===== src/rtl/decode_stage.sv =====
// rtl/decode_stage.sv - fetch/decode pipeline register, R0..R14 register file with R15=PC+8, immediate extend
// Optional build macro: DECODE_BYPASS_EN (write-through from writeback to the read ports).
module decode_stage #(
    parameter int BITS  = 32,
    parameter int NREGS = 15
) (
    input  logic            CLK_i,
    input  logic            RESET_i,
    input  logic [BITS-1:0] InstrF_i,
    input  logic [BITS-1:0] PCPlus4F_i,
    input  logic            StallD_i,
    input  logic            FlushD_i,
    input  logic [1:0]      RegSrcD_i,
    input  logic [1:0]      ImmSrcD_i,
    input  logic            RegWriteW_i,
    input  logic [3:0]      WA3W_i,
    input  logic [BITS-1:0] ResultW_i,
    output logic [BITS-1:0] InstrD_o,
    output logic            ValidD_o,
    output logic [3:0]      RA1D_o,
    output logic [3:0]      RA2D_o,
    output logic [BITS-1:0] RD1D_o,
    output logic [BITS-1:0] RD2D_o,
    output logic [BITS-1:0] ExtImmD_o
);

    logic [BITS-1:0] instr_q, instr_d;
    logic            valid_q, valid_d;
    logic [BITS-1:0] rf_q [NREGS];

    // Flush takes priority over stall so a squashed instruction never lingers.
    always_comb begin
        instr_d = instr_q;
        valid_d = valid_q;
        if (FlushD_i) begin
            instr_d = '0;
            valid_d = 1'b0;
        end else if (!StallD_i) begin
            instr_d = InstrF_i;
            valid_d = 1'b1;
        end
    end

    always_ff @(posedge CLK_i or negedge RESET_i) begin
        if (!RESET_i) begin
            instr_q <= '0;
            valid_q <= 1'b0;
        end else begin
            instr_q <= instr_d;
            valid_q <= valid_d;
        end
    end

    // R15 is not stored; writes to it are steered to fetch elsewhere.
    always_ff @(posedge CLK_i or negedge RESET_i) begin
        if (!RESET_i) begin
            for (int i = 0; i < NREGS; i++) rf_q[i] <= '0;
        end else if (RegWriteW_i && (WA3W_i != 4'd15)) begin
            rf_q[WA3W_i] <= ResultW_i;
        end
    end

    always_comb begin
        RA1D_o = RegSrcD_i[0] ? 4'd15 : instr_q[19:16];
        RA2D_o = RegSrcD_i[1] ? instr_q[15:12] : instr_q[3:0];
    end

    always_comb begin
        if (RA1D_o == 4'd15)
            RD1D_o = PCPlus4F_i;
`ifdef DECODE_BYPASS_EN
        else if (RegWriteW_i && (WA3W_i == RA1D_o))
            RD1D_o = ResultW_i;
`endif
        else
            RD1D_o = rf_q[RA1D_o];
    end

    always_comb begin
        if (RA2D_o == 4'd15)
            RD2D_o = PCPlus4F_i;
`ifdef DECODE_BYPASS_EN
        else if (RegWriteW_i && (WA3W_i == RA2D_o))
            RD2D_o = ResultW_i;
`endif
        else
            RD2D_o = rf_q[RA2D_o];
    end

    always_comb begin
        case (ImmSrcD_i)
            2'b00:   ExtImmD_o = {{(BITS-8){1'b0}}, instr_q[7:0]};
            2'b01:   ExtImmD_o = {{(BITS-12){1'b0}}, instr_q[11:0]};
            2'b10:   ExtImmD_o = {{(BITS-26){instr_q[23]}}, instr_q[23:0], 2'b00};
            default: ExtImmD_o = '0;
        endcase
    end

    assign InstrD_o = instr_q;
    assign ValidD_o = valid_q;

endmodule

===== config.mk =====
export PLATFORM = sky130hd
export DESIGN_NAME = decode_stage
export DESIGN_NICKNAME = d
export VERILOG_FILES = /design/src/rtl/decode_stage.sv
export SDC_FILE = /design/constraint.sdc
export NUM_CORES = 1
export LEC_CHECK = 0
export ABC_CLOCK_PERIOD_IN_PS = 2800
export BUFFER_PORTS_ARGS = -buffer_cell sky130_fd_sc_hd__buf_4
export CORE_AREA = 2 2 260 262
export DETAILED_ROUTE_END_ITERATION = 10
export DIE_AREA = 0 0 262 264
export PLACE_DENSITY_LB_ADDON = 0.05
export SYNTH_ARGS = -nofsm -noshare
export SYNTH_HDL_FRONTEND = slang
export SYNTH_SLANG_ARGS = --single-unit

===== constraint.sdc =====
create_clock -name CLK_i -period 2.8 [get_ports CLK_i]
set_input_delay 0 -clock CLK_i [delete_from_list [all_inputs] [get_ports CLK_i]]
set_output_delay 0 -clock CLK_i [all_outputs]
set_load 0.005 [all_outputs]

==> flow_summary.toml, run 1 <==
[power_and_ir_drop]
power_density_nw_per_um2 = 669.6
p_seq_share_pct = 41.1
power.share.combinational_pct = 26.8
leakagePower_nw = 16.35
ir_drop_uv = 510.4
total_power_mw = 25.72
switching_share_of_total_power_pct = 31.57
internal_power_mw = 17.60
clkPwrFrac_pct = 32.1
power_switching_mw = 8.120

[finish]
num-nets-final = 3368
layout-area-overhead-vs-synth_pct = 29.27
most-common-layout-cells = "505 x sky130_fd_sc_hd__dfrtp_1, 468 x sky130_fd_sc_hd__mux2_2, 336 x sky130_fd_sc_hd__buf_4"
layout_commonest_cell = "sky130_fd_sc_hd__dfrtp_1"
num-fill-cells = 5536
fin_util_pct = 57.70
layout_cell_share_with_drive_strength_beyond_1_pct = 35.54
total_area_of_multi_input_combinational_cells_sq_um = 15970
register_area_sq_um = 12860
finalNonFillerCells = 4187

[setup_path]
worst-path-max-fanout = 9
r2r_setup_slack_ns = 0.38
worst_r2r_startpoint = "InstrD_o[16]"
critPathLaunch = "InstrD_o[0]"
r2r.worst_path.cells = 6
crit_end = "RD2D_o[8]"
worst-endpoint-required_ns = 2.80
critical_path.reg2reg.endpoint = "InstrD_o[16]"
crit_path_start_kind = "register"
path_class = "reg2out"
worstSetupEndpointType = "primary output"
timing.critical_path.arrival_ns = 2.96

[die]
io-pin-count = 246
fp.coreArea_sq_um = 66560
die_y_microns = 264
die_width_microns = 262
placement_rows = 95
start_util_pct = 44.63
die-area_sq_um = 69170

[sta]
finalCritPeriodShare_pct = 105.8
fin_ws_ns = -0.1616
worst_relative_slew_slack_pct = 41.04
timing.hold.ws_ns = 0.1066
period_minus_slack_ns = 2.962
finalSetupTns_ns = -2.287
setup-violations-final = 31
final-max-slew-violation-count = 0
final.setup_skew_ns = 0
hold_violations = 0
grt_setup_unrepaired = "yes"
fmaxAchievable_mhz = 337.7
worst_slew_pin_slew_ns = 0.8844

[clock_tree]
tritoncts.num_buffers = 60
cts_tree = "built"
clk_pin_slew_worst_paths_ns = 0.06
clock_sinks = 513
cts-htree-levels = 2
ctsRootBufferMaster = "sky130_fd_sc_hd__clkbuf_16"
clock_insertion_delay_worst_skew_ns = 0.64
largest_buffer_count_on_any_clock_path = 3

[place]
dp_hpwl_microns = 68710
place.detailed.instances = 3837
gpl.final_weighted_congestion = 0.8660
portBuffers = 245

[yosys]
synth_sequential_area_ratio_pct = 43.21
synth_enable_flop_cells = 0
syn-cell-area_sq_um = 29710
syn_avg_cell_area_sq_um = 10.23
synth_seq_cells = 513
yosys_warnings = 0
postSynthCellCount = 2904
synthFlopType = "sky130_fd_sc_hd__dfrtp_1"
synthDistinctLibCells = 55
postSynth.asyncResetShare_pct = 100.0
synth_nets = 3013

[route]
wl_microns = 128000
antenna_left = 0
first_iter_violations = 3942
vias = 27730
drt_pass1_iterations = 9
drt_drc_violations_left = 0
routed_wl_per_cell_microns = 30.57
vias_per_cell = 6.622

[grt]
met1_usage_pct = 48.77
grt_usage_pct = 35.69
grt_pass1_wl_microns = 183200
busiest_layer = "met2"
grt_use_met3_pct = 7.311
vias_in_the_first_global_route = 26990
antenna_found_initial = 7
grt_start_max_net_pins = 87
residual_overflow_from_global_routing = 0
globalRouteMet2Util_pct = 54.75

[run_status]
violations = "negative setup slack"
outcome = "finished with violations"

[job]
max_cap_violations = 0

[worst_hold_path]
hp-class = "in2async"
-- timing repair --
item | 4_1_cts | 5_1_grt
gates cloned | 14 | 9
hold buffers | 136 | 0
buffers inserted | 56 | 24
resized for setup | 85 | 101
pin swaps | 52 | 63
endpoints found under the hold margin | 1026 | 0
endpoints found under the setup margin | 61 | 53
-- cell families (layout without fill, tap and decap cells) --
kind of cell	after synthesis	in the layout	share of synthesized area, %
buffers and inverters	347	751	5.138
DFF	513	513	43.21
and+or+nand+nor	644	644	9.598
muxes	642	642	23.91
AOI/OAI and AO/OA	758	759	18.15
other	0	5	0
-- power by group through the flow --
stage                     Sequential, mW  Combinational [mW]  Clock [mW]
after floorplan                     10.1                4.00           0
after global placement              10.5                5.81           0
after detailed placement            10.6                5.96           0
after CTS                           10.5                6.57        8.36
after global routing                10.7                7.38        8.68
final                               10.6                6.89        8.26
-- layout make-up --
class / count / share of cell area [%]
clock buffers: 90 / 4.652
well taps: 873 / 2.844
repair buffers: 592 / 16.17
flip-flops and latches: 513 / 33.48
clock inverters: 22 / 0.7069
multi-input cells: 2045 / 41.59
inverters: 47 / 0.5212
diodes: 5 / 0.03258
-- synthesized netlist by cell type (2+ instances only) --
master,number,share of area [%]
sky130_fd_sc_hd__a22o_1,4,0.12
sky130_fd_sc_hd__buf_1,13,0.16
sky130_fd_sc_hd__o32a_1,34,1.1
sky130_fd_sc_hd__or3_1,4,0.084
sky130_fd_sc_hd__and2_1,15,0.32
sky130_fd_sc_hd__o2111ai_1,31,0.91
sky130_fd_sc_hd__a211oi_1,34,0.86
sky130_fd_sc_hd__a221oi_2,20,1.0
sky130_fd_sc_hd__o22ai_1,96,2.0
sky130_fd_sc_hd__o211ai_1,32,0.81
sky130_fd_sc_hd__a221oi_1,11,0.32
sky130_fd_sc_hd__o21ai_0,260,4.4
sky130_fd_sc_hd__o41ai_2,29,1.6
sky130_fd_sc_hd__mux2_2,467,18
sky130_fd_sc_hd__inv_1,44,0.56
sky130_fd_sc_hd__a22oi_1,34,0.86
sky130_fd_sc_hd__nor2b_1,38,0.80
sky130_fd_sc_hd__a32o_1,32,1.1
sky130_fd_sc_hd__o41ai_1,2,0.059
sky130_fd_sc_hd__mux2i_1,128,4.3
sky130_fd_sc_hd__a222oi_1,32,1.1
sky130_fd_sc_hd__and3_1,63,1.3
sky130_fd_sc_hd__dfrtp_1,513,43
sky130_fd_sc_hd__a21oi_1,96,1.6
sky130_fd_sc_hd__mux2_1,44,1.7
sky130_fd_sc_hd__nand2b_1,6,0.13
sky130_fd_sc_hd__nor3_1,64,1.1
sky130_fd_sc_hd__nand3b_1,4,0.10
sky130_fd_sc_hd__nor2_1,177,2.2
sky130_fd_sc_hd__inv_2,3,0.038
sky130_fd_sc_hd__mux2i_4,2,0.15
sky130_fd_sc_hd__buf_6,7,0.27
sky130_fd_sc_hd__o21ai_1,2,0.034
sky130_fd_sc_hd__clkbuf_1,169,2.1
sky130_fd_sc_hd__buf_2,97,1.6
sky130_fd_sc_hd__buf_4,13,0.33
sky130_fd_sc_hd__nand2_1,266,3.4
-- registers in the layout, summed over array words and instances (netlist names) --
name / cells
rf_q: 480
InstrD_o: 32
ValidD_o: 1
-- worst min path at each step --
stage / startpoint / to / cells after the start
floorplan: RESET_i / InstrD_o[0] / 0
global placement: RESET_i / InstrD_o[29] / 1
detailed placement: RESET_i / InstrD_o[29] / 1
CTS: RESET_i / rf_q[379] / 3
global route: RESET_i / rf_q[411] / 3
finish: RESET_i / InstrD_o[29] / 3
-- routing by layer --
metal	wire length, microns	vias up	part of all wire, %
li1	-	11460	-
met1	51660	13990	40
met2	57080	1830	45
met3	12740	445	10
met4	6493	4	5.1
met5	20	-	0.016
-- metrics by stage --
step	worst slack (ns)	area, sq um
floorplan	1.044	29710
global placement	0.3292	32930
detailed placement	0.3045	32930
CTS	-0.1766	37660
global route	-0.2046	38400
finish	-0.1616	38410
-- critical path, stage by stage (launching register included) --
cell	delay [ns]
sky130_fd_sc_hd__dfrtp_4	0.54
sky130_fd_sc_hd__mux2i_4	0.20
sky130_fd_sc_hd__buf_12	0.17
sky130_fd_sc_hd__buf_12	0.12
sky130_fd_sc_hd__buf_8	0.11
sky130_fd_sc_hd__buf_12	0.14
sky130_fd_sc_hd__o21ai_0	0.11
sky130_fd_sc_hd__a32o_1	0.23
sky130_fd_sc_hd__o41ai_2	0.49
sky130_fd_sc_hd__buf_4	0.20
No activity file was read; power rests on OpenSTA's default activity.
==> run 2, diff against run 1 <==
--- a/config.mk
+++ b/config.mk
@@ -5,7 +5,7 @@
 export SDC_FILE = /design/constraint.sdc
 export NUM_CORES = 1
 export LEC_CHECK = 0
-export ABC_CLOCK_PERIOD_IN_PS = 2800
+export ABC_CLOCK_PERIOD_IN_PS = 3000
 export BUFFER_PORTS_ARGS = -buffer_cell sky130_fd_sc_hd__buf_4
 export CORE_AREA = 2 2 260 262
 export DETAILED_ROUTE_END_ITERATION = 10
==> constraint.sdc (replaced) <==
create_clock -name CLK_i -period 3 [get_ports CLK_i]
set_input_delay 0 -clock CLK_i [delete_from_list [all_inputs] [get_ports CLK_i]]
set_output_delay 0 -clock CLK_i [all_outputs]
set_load 0.005 [all_outputs]
==> run 2 against run 1 <==
Sequential cell count unchanged. Clock-buffer cell count unchanged. The flow now finishes without violations. Sequential share of layout area rose by 0.86 points. First-iteration DRC count is 18% lower. Critical path depth up 2. Total power fell by 8.6%. Clock skew unchanged. Die area stayed put. Sequential power is 7% lower. Worst setup slack improved by 0.18 ns. Non-clock buffer count fell by 40.
==> flow_summary.toml, run 2 (synthesis gave the netlist of run 1 again) <==
[setup_path]
timing.critical_path.arrival_ns = 2.99
crit_chain = "mux2i_4 -> buf_12 -> buf_6 -> buf_12 -> buf_16 -> buf_12 -> nand2_1 -> and3_1 -> o32a_1 -> o41ai_4 -> buf_4"
r2r.worst_path.cells = 5
critical_path.reg2reg.endpoint = "InstrD_o[17]"
worstSetupEndpointType = "primary output"
crit_path_start_kind = "register"
max_stage_delay_ns = 0.53
worst-path-max-fanout = 9
r2r_setup_slack_ns = 0.59
path_class = "reg2out"
worst-endpoint-required_ns = 3.00
crit_path_top_delay_cell = "sky130_fd_sc_hd__dfrtp_4"
worst_r2r_startpoint = "InstrD_o[17]"
path_common_cell = "sky130_fd_sc_hd__buf_12"

[worst_hold_path]
critical_hold_path_startpoint = "WA3W_i[2]"
worst_hold_path_ep = "rf_q[422]"
hp-class = "in2reg"
whs_path_depth = 4

[route]
vias_per_cell = 6.551
vias = 27130
drt_drc_violations_left = 0
antenna_left = 0
drt_pass1_iterations = 8
wl_microns = 124100
routed_wl_per_cell_microns = 29.96
first_iter_violations = 3229

[place]
dp_hpwl_microns = 69300
portBuffers = 245
gpl.final_weighted_congestion = 0.8859
preCtsSetupSlack_ns = 0.4173
place.detailed.instances = 3839
dpl_cell_area_sq_um = 32870

[finish]
layout-area-overhead-vs-synth_pct = 26.03
flip_flop_count_of_the_largest_register_after_layout = 480
most-common-layout-cells = "506 x sky130_fd_sc_hd__dfrtp_1, 467 x sky130_fd_sc_hd__mux2_2, 342 x sky130_fd_sc_hd__buf_4"
layout_cell_share_with_drive_strength_beyond_1_pct = 33.66
antenna_cells_inserted = 0
design_area_sq_um = 37440
regMostFlops = "rf_q"
num-fill-cells = 5719
layout_commonest_cell = "sky130_fd_sc_hd__dfrtp_1"
num-nets-final = 3328
finalNonFillerCells = 4141

[power_and_ir_drop]
power_density_nw_per_um2 = 627.6
total_power_mw = 23.50
ir_drop_uv = 438.8
leakagePower_nw = 15.89

[sta]
worst_slew_pin_slew_ns = 0.8450
setup-violations-final = 0
period_minus_slack_ns = 2.986
hold_violations = 0
grt_setup_unrepaired = "yes"
worst_relative_slew_slack_pct = 43.67
finalCritPeriodShare_pct = 99.52
fin_ws_ns = 0.01434
finalSetupTns_ns = 0
final.setup_skew_ns = 0
final-max-slew-violation-count = 0
fmaxAchievable_mhz = 334.9

[grt]
antenna_found_initial = 2
grt_usage_pct = 34.73
grt_pass1_wl_microns = 179400
vias_in_the_first_global_route = 27120
residual_overflow_from_global_routing = 0
grt_start_max_net_pins = 101

[run_status]
outcome = "completed"

[die]
fp.coreArea_sq_um = 66560
die_width_microns = 262
die-area_sq_um = 69170
io-pin-count = 246
start_util_pct = 44.63
die_y_microns = 264
placement_rows = 95

[clock_tree]
ctsRootBufferMaster = "sky130_fd_sc_hd__clkbuf_16"
clock_sinks = 513
clock_insertion_delay_worst_skew_ns = 0.63
tritoncts.num_buffers = 60
cts-htree-levels = 2
largest_buffer_count_on_any_clock_path = 3
clk_pin_slew_worst_paths_ns = 0.07
cts_tree = "built"

[job]
max_cap_violations = 0
==> run 2: cell types whose count changed in the layout (fill, tap and decap cells not counted), sizes merged, moves of 2 or more <==
cell | previous run | this run
buf | 441 | 406
bufbuf | 7 | 3
bufinv | 6 | 3
clkinv | 16 | 13
clkinvlp | 0 | 5
diode | 5 | 0
dlygate4sd3 | 135 | 133
==> run 2: worst max-delay path: cells and delay by family (launching register included) <==
kind                   cells  cell delay (ns)
buffers and inverters      6             0.90
flip-flops                 1             0.53
AO/OA/AOI/OAI              2             0.50
AND/OR/NAND/NOR            2             0.22
multiplexers               1             0.17
==> run 2: worst max-delay path by stage <==
stage                            start    endpoint  slack (ns)  depth (start not counted)
after global placement    InstrD_o[12]   RD2D_o[9]        0.41                          6
after global routing      InstrD_o[12]  RD2D_o[14]       -0.04                         11
after CTS                  InstrD_o[0]  RD2D_o[14]       -0.07                          7
after detailed placement  InstrD_o[12]  RD2D_o[26]        0.42                          6
after floorplan           InstrD_o[16]  RD1D_o[21]        1.24                          8
final                     InstrD_o[12]  RD2D_o[13]        0.01                         11
==> run 2: stage by stage <==
stage	util, %	hold slack [ns]
final	56.25	0.01750
after detailed placement	49.37	0.05785
after CTS	55.26	0.004991
after global routing	56.25	0.07011
after floorplan	-	-0.2956
after global placement	49.37	0.04971
==> run 2: cell type report <==
| cell class | instances | area [sq um] | area share [%] |
|---|---|---|---|
| Timing Repair Buffer | 552 | 5466 | 14.60 |
| Multi-Input combinational cell | 2044 | 15830 | 42.27 |
| Tap cell | 873 | 1092 | 2.917 |
| Clock inverter | 21 | 203.9 | 0.5447 |
| Timing Repair inverter | 1 | 6.256 | 0.01671 |
| Clock buffer | 90 | 1807 | 4.825 |
| Sequential cell | 513 | 12860 | 34.33 |
| Inverter | 47 | 183.9 | 0.4912 |
==> run 2: power by group <==
group | total [mW] | internal (mW) | switching, mW | leakage, nW
combinational | 6.16 | 3.19 | 2.97 | 8.61
sequential | 9.84 | 8.47 | 1.37 | 6.30
clock | 7.50 | 4.39 | 3.11 | 0.984
total | 23.5 | 16.1 | 7.44 | 15.9
==> run 2: metal layers <==
metal	part of all wire [%]	global-route usage, %
met2	45	52.96
met5	0.023	0
met4	5.3	17.24
met1	40	47.55
met3	9.9	6.074
==> run 2: timing repair <==
item | in CTS | in global routing
setup buffers | 23 | 19
endpoints found under the hold margin | 852 | 0
pin swaps | 18 | 19
hold buffers | 134 | 0
setup endpoints to repair | 38 | 33
gates resized for setup | 35 | 43
cloned | 4 | 11
